$ cat src/rtl/ikbd_keyscan_tx.sv
// ikbd_keyscan_tx
// Walks the 15x8 Atari key matrix one column per scan slot, compares each
// column against a stored snapshot, queues a make/break byte for every
// changed key and ships the queued bytes out as 8N1 serial frames.
//
// Ports
//   clk       system clock (2 MHz nominal)
//   reset     asynchronous reset, active low (0 = reset)
//   matrix    key matrix, 15 columns of 8 bits; 0 = pressed, 1 = released
//   enable    1 = scanning advances; 0 = scan timer holds (TX still drains)
//   tx        serial data out, idle high
//   tx_busy   high while a frame is on the line
//   fifo_cnt  current event FIFO occupancy
module ikbd_keyscan_tx #(
    parameter int SCAN_DIV   = 2000,
    parameter int BAUD_DIV   = 256,
    parameter int FIFO_DEPTH = 8
) (
    input  logic       clk,
    input  logic       reset,
    input  logic [7:0] matrix [14:0],
    input  logic       enable,
    output logic       tx,
    output logic       tx_busy,
    output logic [4:0] fifo_cnt
);

    localparam int TW = $clog2(SCAN_DIV);
    localparam int BW = $clog2(BAUD_DIV);
    localparam int PW = $clog2(FIFO_DEPTH);
    localparam logic [TW-1:0] TIMER_MAX = TW'(SCAN_DIV - 1);
    localparam logic [BW-1:0] BAUD_MAX  = BW'(BAUD_DIV - 1);
    localparam logic [4:0]    CNT_FULL  = 5'(FIFO_DEPTH);

    typedef enum logic [1:0] {S_WAIT, S_LATCH, S_WALK} scan_state_t;
    typedef enum logic [1:0] {T_IDLE, T_START, T_DATA, T_STOP} tx_state_t;

    scan_state_t     scan_state_q, scan_state_d;
    logic [TW-1:0]   timer_q, timer_d;
    logic [3:0]      col_q, col_d;
    logic [2:0]      bit_q, bit_d;
    logic [7:0]      cur_q, cur_d;
    logic [119:0]    snap_q, snap_d;

    logic [7:0]      mem_q [FIFO_DEPTH];
    logic [7:0]      mem_d [FIFO_DEPTH];
    logic [PW-1:0]   wr_ptr_q, wr_ptr_d;
    logic [PW-1:0]   rd_ptr_q, rd_ptr_d;
    logic [4:0]      cnt_q, cnt_d;

    tx_state_t       tx_state_q, tx_state_d;
    logic [BW-1:0]   baud_q, baud_d;
    logic [2:0]      txbit_q, txbit_d;
    logic [7:0]      shift_q, shift_d;

    logic            push;
    logic            pop;
    logic [6:0]      key_idx;
    logic [7:0]      push_byte;
    logic            fifo_full;
    logic            fifo_empty;

    // {col,bit} is col*8+bit, which doubles as the snapshot bit index;
    // the key code is that plus one, and bit 7 of the byte marks a break.
    assign key_idx    = {col_q, bit_q};
    assign push_byte  = {cur_q[bit_q], key_idx + 7'd1};
    assign fifo_full  = (cnt_q == CNT_FULL);
    assign fifo_empty = (cnt_q == 5'd0);

    // Scanner: wait out the slot, latch one column, then walk its 8 bits.
    // A change found while the FIFO is full leaves the snapshot untouched
    // so the same key is seen again on the next visit to this column.
    always_comb begin
        scan_state_d = scan_state_q;
        timer_d      = timer_q;
        col_d        = col_q;
        bit_d        = bit_q;
        cur_d        = cur_q;
        snap_d       = snap_q;
        push         = 1'b0;
        case (scan_state_q)
            S_WAIT: begin
                if (enable) begin
                    if (timer_q == TIMER_MAX) begin
                        scan_state_d = S_LATCH;
                    end else begin
                        timer_d = timer_q + TW'(1);
                    end
                end
            end
            S_LATCH: begin
                cur_d        = matrix[col_q];
                bit_d        = 3'd0;
                scan_state_d = S_WALK;
            end
            S_WALK: begin
                if ((cur_q[bit_q] != snap_q[key_idx]) && !fifo_full) begin
                    push            = 1'b1;
                    snap_d[key_idx] = cur_q[bit_q];
                end
                if (bit_q == 3'd7) begin
                    col_d        = (col_q == 4'd14) ? 4'd0 : col_q + 4'd1;
                    timer_d      = '0;
                    scan_state_d = S_WAIT;
                end else begin
                    bit_d = bit_q + 3'd1;
                end
            end
            default: scan_state_d = S_WAIT;
        endcase
    end

    // Event FIFO: pointers wrap naturally because the depth is a power of two.
    always_comb begin
        mem_d    = mem_q;
        wr_ptr_d = wr_ptr_q;
        rd_ptr_d = rd_ptr_q;
        cnt_d    = cnt_q;
        if (push) begin
            mem_d[wr_ptr_q] = push_byte;
            wr_ptr_d        = wr_ptr_q + PW'(1);
        end
        if (pop) begin
            rd_ptr_d = rd_ptr_q + PW'(1);
        end
        case ({push, pop})
            2'b10:   cnt_d = cnt_q + 5'd1;
            2'b01:   cnt_d = cnt_q - 5'd1;
            default: cnt_d = cnt_q;
        endcase
    end

    // Serial transmitter: the head byte is popped the cycle the frame is
    // committed, and at the end of STOP a waiting byte starts the next frame
    // straight away so back-to-back frames have no idle gap.
    always_comb begin
        tx_state_d = tx_state_q;
        baud_d     = baud_q;
        txbit_d    = txbit_q;
        shift_d    = shift_q;
        pop        = 1'b0;
        case (tx_state_q)
            T_IDLE: begin
                if (!fifo_empty) begin
                    pop        = 1'b1;
                    shift_d    = mem_q[rd_ptr_q];
                    baud_d     = '0;
                    tx_state_d = T_START;
                end
            end
            T_START: begin
                if (baud_q == BAUD_MAX) begin
                    baud_d     = '0;
                    txbit_d    = 3'd0;
                    tx_state_d = T_DATA;
                end else begin
                    baud_d = baud_q + BW'(1);
                end
            end
            T_DATA: begin
                if (baud_q == BAUD_MAX) begin
                    baud_d  = '0;
                    shift_d = {1'b0, shift_q[7:1]};
                    if (txbit_q == 3'd7) begin
                        tx_state_d = T_STOP;
                    end else begin
                        txbit_d = txbit_q + 3'd1;
                    end
                end else begin
                    baud_d = baud_q + BW'(1);
                end
            end
            T_STOP: begin
                if (baud_q == BAUD_MAX) begin
                    baud_d = '0;
                    if (!fifo_empty) begin
                        pop        = 1'b1;
                        shift_d    = mem_q[rd_ptr_q];
                        tx_state_d = T_START;
                    end else begin
                        tx_state_d = T_IDLE;
                    end
                end else begin
                    baud_d = baud_q + BW'(1);
                end
            end
            default: tx_state_d = T_IDLE;
        endcase
    end

    // Line level comes straight from the TX state, so an asserted reset
    // forces the line back high in the same cycle.
    always_comb begin
        tx = 1'b1;
        case (tx_state_q)
            T_START: tx = 1'b0;
            T_DATA:  tx = shift_q[0];
            default: tx = 1'b1;
        endcase
    end

    assign tx_busy  = (tx_state_q != T_IDLE);
    assign fifo_cnt = cnt_q;

    // All state registers; the snapshot resets to "all released".
    always_ff @(posedge clk or negedge reset) begin
        if (!reset) begin
            scan_state_q <= S_WAIT;
            timer_q      <= '0;
            col_q        <= 4'd0;
            bit_q        <= 3'd0;
            cur_q        <= 8'hFF;
            snap_q       <= '1;
            for (int i = 0; i < FIFO_DEPTH; i++) begin
                mem_q[i] <= 8'h00;
            end
            wr_ptr_q     <= '0;
            rd_ptr_q     <= '0;
            cnt_q        <= 5'd0;
            tx_state_q   <= T_IDLE;
            baud_q       <= '0;
            txbit_q      <= 3'd0;
            shift_q      <= 8'hFF;
        end else begin
            scan_state_q <= scan_state_d;
            timer_q      <= timer_d;
            col_q        <= col_d;
            bit_q        <= bit_d;
            cur_q        <= cur_d;
            snap_q       <= snap_d;
            mem_q        <= mem_d;
            wr_ptr_q     <= wr_ptr_d;
            rd_ptr_q     <= rd_ptr_d;
            cnt_q        <= cnt_d;
            tx_state_q   <= tx_state_d;
            baud_q       <= baud_d;
            txbit_q      <= txbit_d;
            shift_q      <= shift_d;
        end
    end

endmodule

$ cat config.mk
export PLATFORM = sky130hd
export DESIGN_NAME = ikbd_keyscan_tx
export DESIGN_NICKNAME = d
export VERILOG_FILES = /design/src/rtl/ikbd_keyscan_tx.sv
export SDC_FILE = /design/constraint.sdc
export NUM_CORES = 1
export LEC_CHECK = 0
export ABC_AREA = 1
export BUFFER_PORTS_ARGS = -buffer_cell sky130_fd_sc_hd__buf_2
export CORE_MARGIN = 8
export CORE_UTILIZATION = 57
export DETAILED_ROUTE_END_ITERATION = 10
export GPL_ROUTABILITY_DRIVEN = 0
export PLACE_DENSITY = 0.78
export RECOVER_POWER = 100
export SLEW_MARGIN = 40
export SYNTH_ARGS = -nofsm -noshare
export SYNTH_HDL_FRONTEND = slang
export SYNTH_SLANG_ARGS = --single-unit
$ cat constraint.sdc
create_clock -name clk -period 8.5 [get_ports clk]
set_clock_uncertainty 0.1 [all_clocks]
set_input_delay 1.7 -clock clk [delete_from_list [all_inputs] [get_ports clk]]
set_output_delay 1.7 -clock clk [all_outputs]
set_load 0.005 [all_outputs]
Word level (Yosys, flattened, before mapping)
Cells that the tools add are included.

word-level totals
  bits in registers = 244
  input port bits = 123
  output and inout port bits = 7
  logic and storage cells = 138

cells by class
  $add $sub $neg = 10
  magnitude comparators = 7
  eq/ne operators = 25
  multiplexer cells = 51
  bitwise operators = 2
  reduce and logical (&&, ||, !) cells = 22

operators by type and width
  cell                                                                  count
  120-bit bitwise mux                                                   1
  8-bit 2-to-1 mux                                                      9
  64-bit bitwise mux                                                    1
  11-bit 2-to-1 mux                                                     3
  8-bit binary-select mux with 4-bit select                             1
  8-bit binary-select mux with 3-bit select                             1
  8-bit demux with 3-bit select                                         1
  8-bit one-hot mux with 3 select lines                                 1
  2-bit inequality test, second input constant                          11
  11-bit one-hot mux with 2 select lines                                1
  2-bit 2-to-1 mux                                                      8
  8-bit one-hot mux with 2 select lines                                 1
  3-bit by 1-bit adder with 3-bit output, second input constant         4
  3-bit 2-to-1 mux                                                      4
  3-bit one-hot mux with 2 select lines                                 2
  11-bit by 1-bit adder with 11-bit output, second input constant       1
  11-bit equality test, second input constant                           1
  5-bit one-hot mux with 2 select lines                                 1
  2-bit nonzero test                                                    5
  8-bit by 1-bit adder with 8-bit output, second input constant         1
  2-bit equality test, second input constant                            4
  8-bit equality test, second input constant                            1
  4-bit greater-or-equal comparator, second input constant              2
  7-bit by 8-bit < comparator with 1-bit output, second input constant  1
  other kinds (32)                                                      51

Depth between registers and ports, before layout
  word-level depth = 8
  gate-level depth with buffers = 25
  gate-level depth less buffers = 23

Worst setup path after synthesis
Ideal clock, no wire load.

  path type = register to register
  start point = register bit_q[0]
  end point = register cnt_q[4], in the netlist fifo_cnt[4]
  setup time = 79 ps
  arrival = 3,210 ps
  required time = 8,321 ps
  setup slack = 5,111 ps
  cell stages (with the launch flop) = 23
  path buffers = 1
  period minus slack after synthesis = 3,389 ps
  path through = dfrtp_1 inv_2 clkbuf_1 nand2_1 nand3_1 nand2_1 o21ai_0 nand2_1 nor2_1 nor2_2 nor2_4 nand2_2 nand2_4 nand3_1 ha_1 xor2_1 ha_1 a21oi_1 or2_2 o21ai_0 a21oi_1 o21ai_0 xor2_1

between the ends
  word-level cells in the longest chain between the ends = 8
  elaborated cells on any way between the ends = 12
  classes of those cells = eq/ne: 3; mux: 7; reduce/logical: 2

ends and longest elaborated chain
  item                                                                                                    RTL line  text
  start, declared                                                                                         41        logic [2:0] bit_q, bit_d;
  start signal, assigned                                                                                  228       bit_q <= bit_d;
  1-bit binary-select mux with 7-bit select or 1-bit binary-select mux with 3-bit select (tied branches)  97        if ((cur_q[bit_q] != snap_q[key_idx]) && !fifo_full) begin
  1-bit 2-to-1 mux (not written as such)                                                                  97
  1-bit inequality test *                                                                                 97
  1-bit logical AND *                                                                                     97
  1-bit 2-to-1 mux *                                                                                      97
  1-bit 2-to-1 mux *                                                                                      81        case (scan_state_q)
  2-bit by 1-bit equality test with 1-bit output or 2-bit equality test (tied branches)                   126       case ({push, pop})
  5-bit one-hot mux with 2 select lines or 2-bit nonzero test (tied branches)                             --
  end signal, assigned                                                                                    234       cnt_q <= cnt_d;
  end, declared                                                                                           49        logic [4:0] cnt_q, cnt_d;

Every way passes the cells marked *; elsewhere a longest branch is shown, timed or not. The select of a mux whose other input is x is not followed.
A chain may end at the register's enable or synchronous reset.

Worst setup path after layout
  start point = register bit_q[0]
  end point = register snap_q[45]

between the ends
  word-level cells in the longest chain between the ends = 5
  elaborated cells on any way between the ends = 13
  classes of those cells = order compare: 2; eq/ne: 1; mux: 7; reduce/logical: 3

ends and longest elaborated chain
  item                                                                  RTL line  text
  1-bit binary-select mux with 7-bit select (tied with other cells)     97
  1-bit 2-to-1 mux (not written as such) (tied with other cells)        97
  1-bit inequality test or 1-bit 2-to-1 mux (tied branches)             97, 99
  1-bit logical AND or 1-bit demux with 7-bit select (tied branches)    97, 99
  2-bit AND reduction (no line) or 120-bit bitwise mux (tied branches)  --
  end signal, assigned                                                  230       snap_q <= snap_d;
  end, declared                                                         43        logic [119:0] snap_q, snap_d;

Parallel ways exist; a longest one is shown, timed or not. The select of a mux whose other input is x is not followed.

==> run metrics <==
CTS Sinks=244; Ant. Diodes=0; Worst Hold Class=flop to flop; final worst slack=1.660 ns; vias in the first global route=14990; status=finished, violations left; area delta synth->final=8.560%; Initial Util=57.70%; initial antenna violation count=0; P_leak=7.625 nW; Syn Inst Count=2111; IO Count=130; clk_lat worst skew=0.55 ns; setup bufs post-CTS=0; Worst path most repeated cell=nand2_1; Setup crit start kind=flop; multi-input gate area in the final layout=7605 µm²; failing checks=max-capacitance violations, max-slew violations; Worst Path Arrival=7.21 ns; CP Capture Type=flop; post-cts sizing count=0; Clock Tree Buf Depth=3; IO Port Bufs=129; H-tree Lvls=1; crit-path leading delay family=buffers and inverters; Avg Cell Area, Syn=7.304 µm²; drt pass-1 iters=6; PwrDens=151.3 nW/µm²; post-synth top area cell=dfstp_2; Yosys top cell area share=23.17%; Crit-path slowest cell=clkbuf_1; sequential-to-total area share from yosys stat=40.70%; critical-path cell list=inv_2 > clkbuf_1 > nor2_1 > a211oi_1 > nand2_4 > nand2_1 > buf_4 > buf_12 > buf_16 > clkbuf_1 > nand4_1 > nand2_1 > nand2_1; core area=26730 µm²; CTS tree=done; Setup violations, final=0; Worst Path Required=8.87 ns; pre-CTS setup slack=2.768 ns; Final min period=6.840 ns; slew margin rel.=-126.1%; TritonCTS Buffers=27; num rows=60; number of synthesized flops with an enable pin=0; via count=15660; maximum VDD drop=0.0001772 V; Overflow after GRT=0; Yosys cell types=48; setup_tns=0 ns; final period utilization=80.47%; placed cells=2451; die footprint=32570 µm²; Worst Tran Pin Value=3.391 ns; DRC=0; syn nets=2251; Tot GR Track Use=28.42%; Detailed Place HPWL=30330 µm; largest net degree at the start of global routing=144; Primary FF master, synth=dfstp_2; die width=180.5 µm; nets=2280; final cell count without fillers=2502; first-pass GRT wire length=77750 µm; # hold bufs at CTS=0; DIE HEIGHT=180.5 µm; Reg area=6277 µm²; Fmax=0.1462 GHz; final hold vios=0; vias per cell=6.259; Post-DRT Antenna Nets=0; Clk pin slew, worst setup/hold paths=0.07 ns; CP max stage delay=1.95 ns; WS Path Type=flop to flop; ratio of cells with drive above 1 in the final layout=16.43%; mapped cell area=15420 µm²; worst path bufs/invs=6; DRT iter0 DRCs=2049; Async SR Flop Fraction=100.0%; largest cells by area after synthesis=dfstp_2, dfrtp_1, nand2_1; Synthesis Warnings=0; RSZ-0062 raised after global routing=false; CTS root buffer=clkbuf_16; max_cap viols=5; wire per inst=19.27 µm; Seq cells post-synth=244; final WL=48210 µm; fin. max-slew vios=249; filler instances=2354; Crit Path Max Fanout=60
area by class of cell:
| type | instances | share of cell area [%] |
|---|---|---|
| Clock buffer | 45 | 5.217 |
| Clock inverter | 5 | 0.4709 |
| Inverter | 161 | 3.662 |
| Multi-Input combinational cell | 1553 | 45.43 |
| Sequential cell | 244 | 37.50 |
| Tap cell | 341 | 2.549 |
| Timing Repair Buffer | 153 | 5.172 |
path summary, 6_finish.rpt:
kind / start / endpoint / slack [ns] / depth (start not counted)
min in group asynchronous: reset / timer_q[8] / 1.90 / 1
worst max register to register: bit_q[0] / snap_q[45] / 1.66 / 13
max in group asynchronous: reset / mem_q[56] / 2.14 / 2
worst max-delay path: bit_q[0] / snap_q[45] / 1.66 / 13
worst min register to register: snap_q[74] / snap_q[74] / 0.36 / 2
worst min-delay path: snap_q[74] / snap_q[74] / 0.36 / 2
power by group:
part | internal (mW) | total [mW] | switching, mW
registers | 1.18 | 1.19 | 0.0117
clock network | 0.756 | 1.24 | 0.488
logic | 0.0393 | 0.0971 | 0.0578
total | 1.97 | 2.53 | 0.558
metal layers:
layer / GRT usage (%) / up-vias / routed length [µm]
met5: 0 / - / 0
met4: 11.64 / 0 / 1833
met3: 4.657 / 148 / 4330
met2: 45.74 / 846 / 22710
met1: 37.64 / 7435 / 19330
li1: - / 7232 / -
Yosys cell counts, drive strengths merged (2+ instances only):
cell type,count
nand2,641
nand4,315
nor2,233
inv,158
dfstp,136
dfrtp,108
o21ai,95
buf,91
nand3,75
clkbuf,62
a22oi,47
a21oi,38
o22ai,22
ha,17
nor3,16
xor2,13
o211ai,6
or2,6
a22o,5
a221oi,4
xnor2,4
a211oi,3
clkinv,3
a31oi,2
nor4,2
o221ai,2
flip-flops by register name, indices dropped and copies added (netlist names):
register	flops
mem_q	64
shift_q	8
bit_q	3
txbit_q	3
tx_state_q	2
cur_q	8
wr_ptr_q	3
snap_q	120
rd_ptr_q	3
scan_state_q	2
timer_q	11
col_q	4
baud_q	8
fifo_cnt	5
cell families (layout without fill, tap and decap cells):
group                    count (synthesis)  in the layout  share of synthesized area (%)
flip-flops                             244            244                          40.70
buffers and inverters                  314            364                          9.331
XOR/XNOR                                17             17                         0.9656
AO/OA/AOI/OAI                          229            229                          9.031
AND/OR/NAND/NOR                       1290           1290                          38.59
adder cells (fa/ha/maj)                 17             17                          1.379
worst min-delay path: stages (launching register included):
cell	delay, ns
dfstp_2	0.37
nand2_1	0.05
nand2_1	0.04
per-stage QoR:
| step | hold slack [ns] | total power [mW] | instance area (µm²) | util, % |
|---|---|---|---|---|
| floorplan | 0.3366 | 1.241 | 15420 | - |
| global placement | 0.3468 | 1.301 | 15830 | 59.22 |
| detailed placement | 0.3517 | 1.306 | 15940 | 59.64 |
| CTS | 0.3616 | 2.542 | 16890 | 63.20 |
| global route | 0.3682 | 2.599 | 16740 | 62.64 |
| finish | 0.3606 | 2.532 | 16740 | 62.64 |
layout by cell type, fill, tap and decap left out, types with 3 or more instances in the layout:
cell type and instances:
inv_1 151, dfstp_2 136, clkbuf_1 19, xor2_1 12, ha_1 17, nor2_4 3, inv_2 5, or2_2 5
clkbuf_16 27, o211ai_1 6, a221oi_1 4, o21ai_1 15, nor2_2 10, buf_2 121, o22ai_1 22, a211oi_1 3
clkinv_2 3, buf_4 10, nor3_1 16, nand2_2 4, buf_6 4, clkbuf_8 13, xnor2_1 4, nand3_1 74
nand2_1 636, buf_12 3, o21ai_0 80, nor2_1 220, dfrtp_1 107, clkinv_1 3, a22oi_1 47, a22o_1 5
nand4_1 315, a21oi_1 37
No activity file was read; power rests on OpenSTA's default activity.
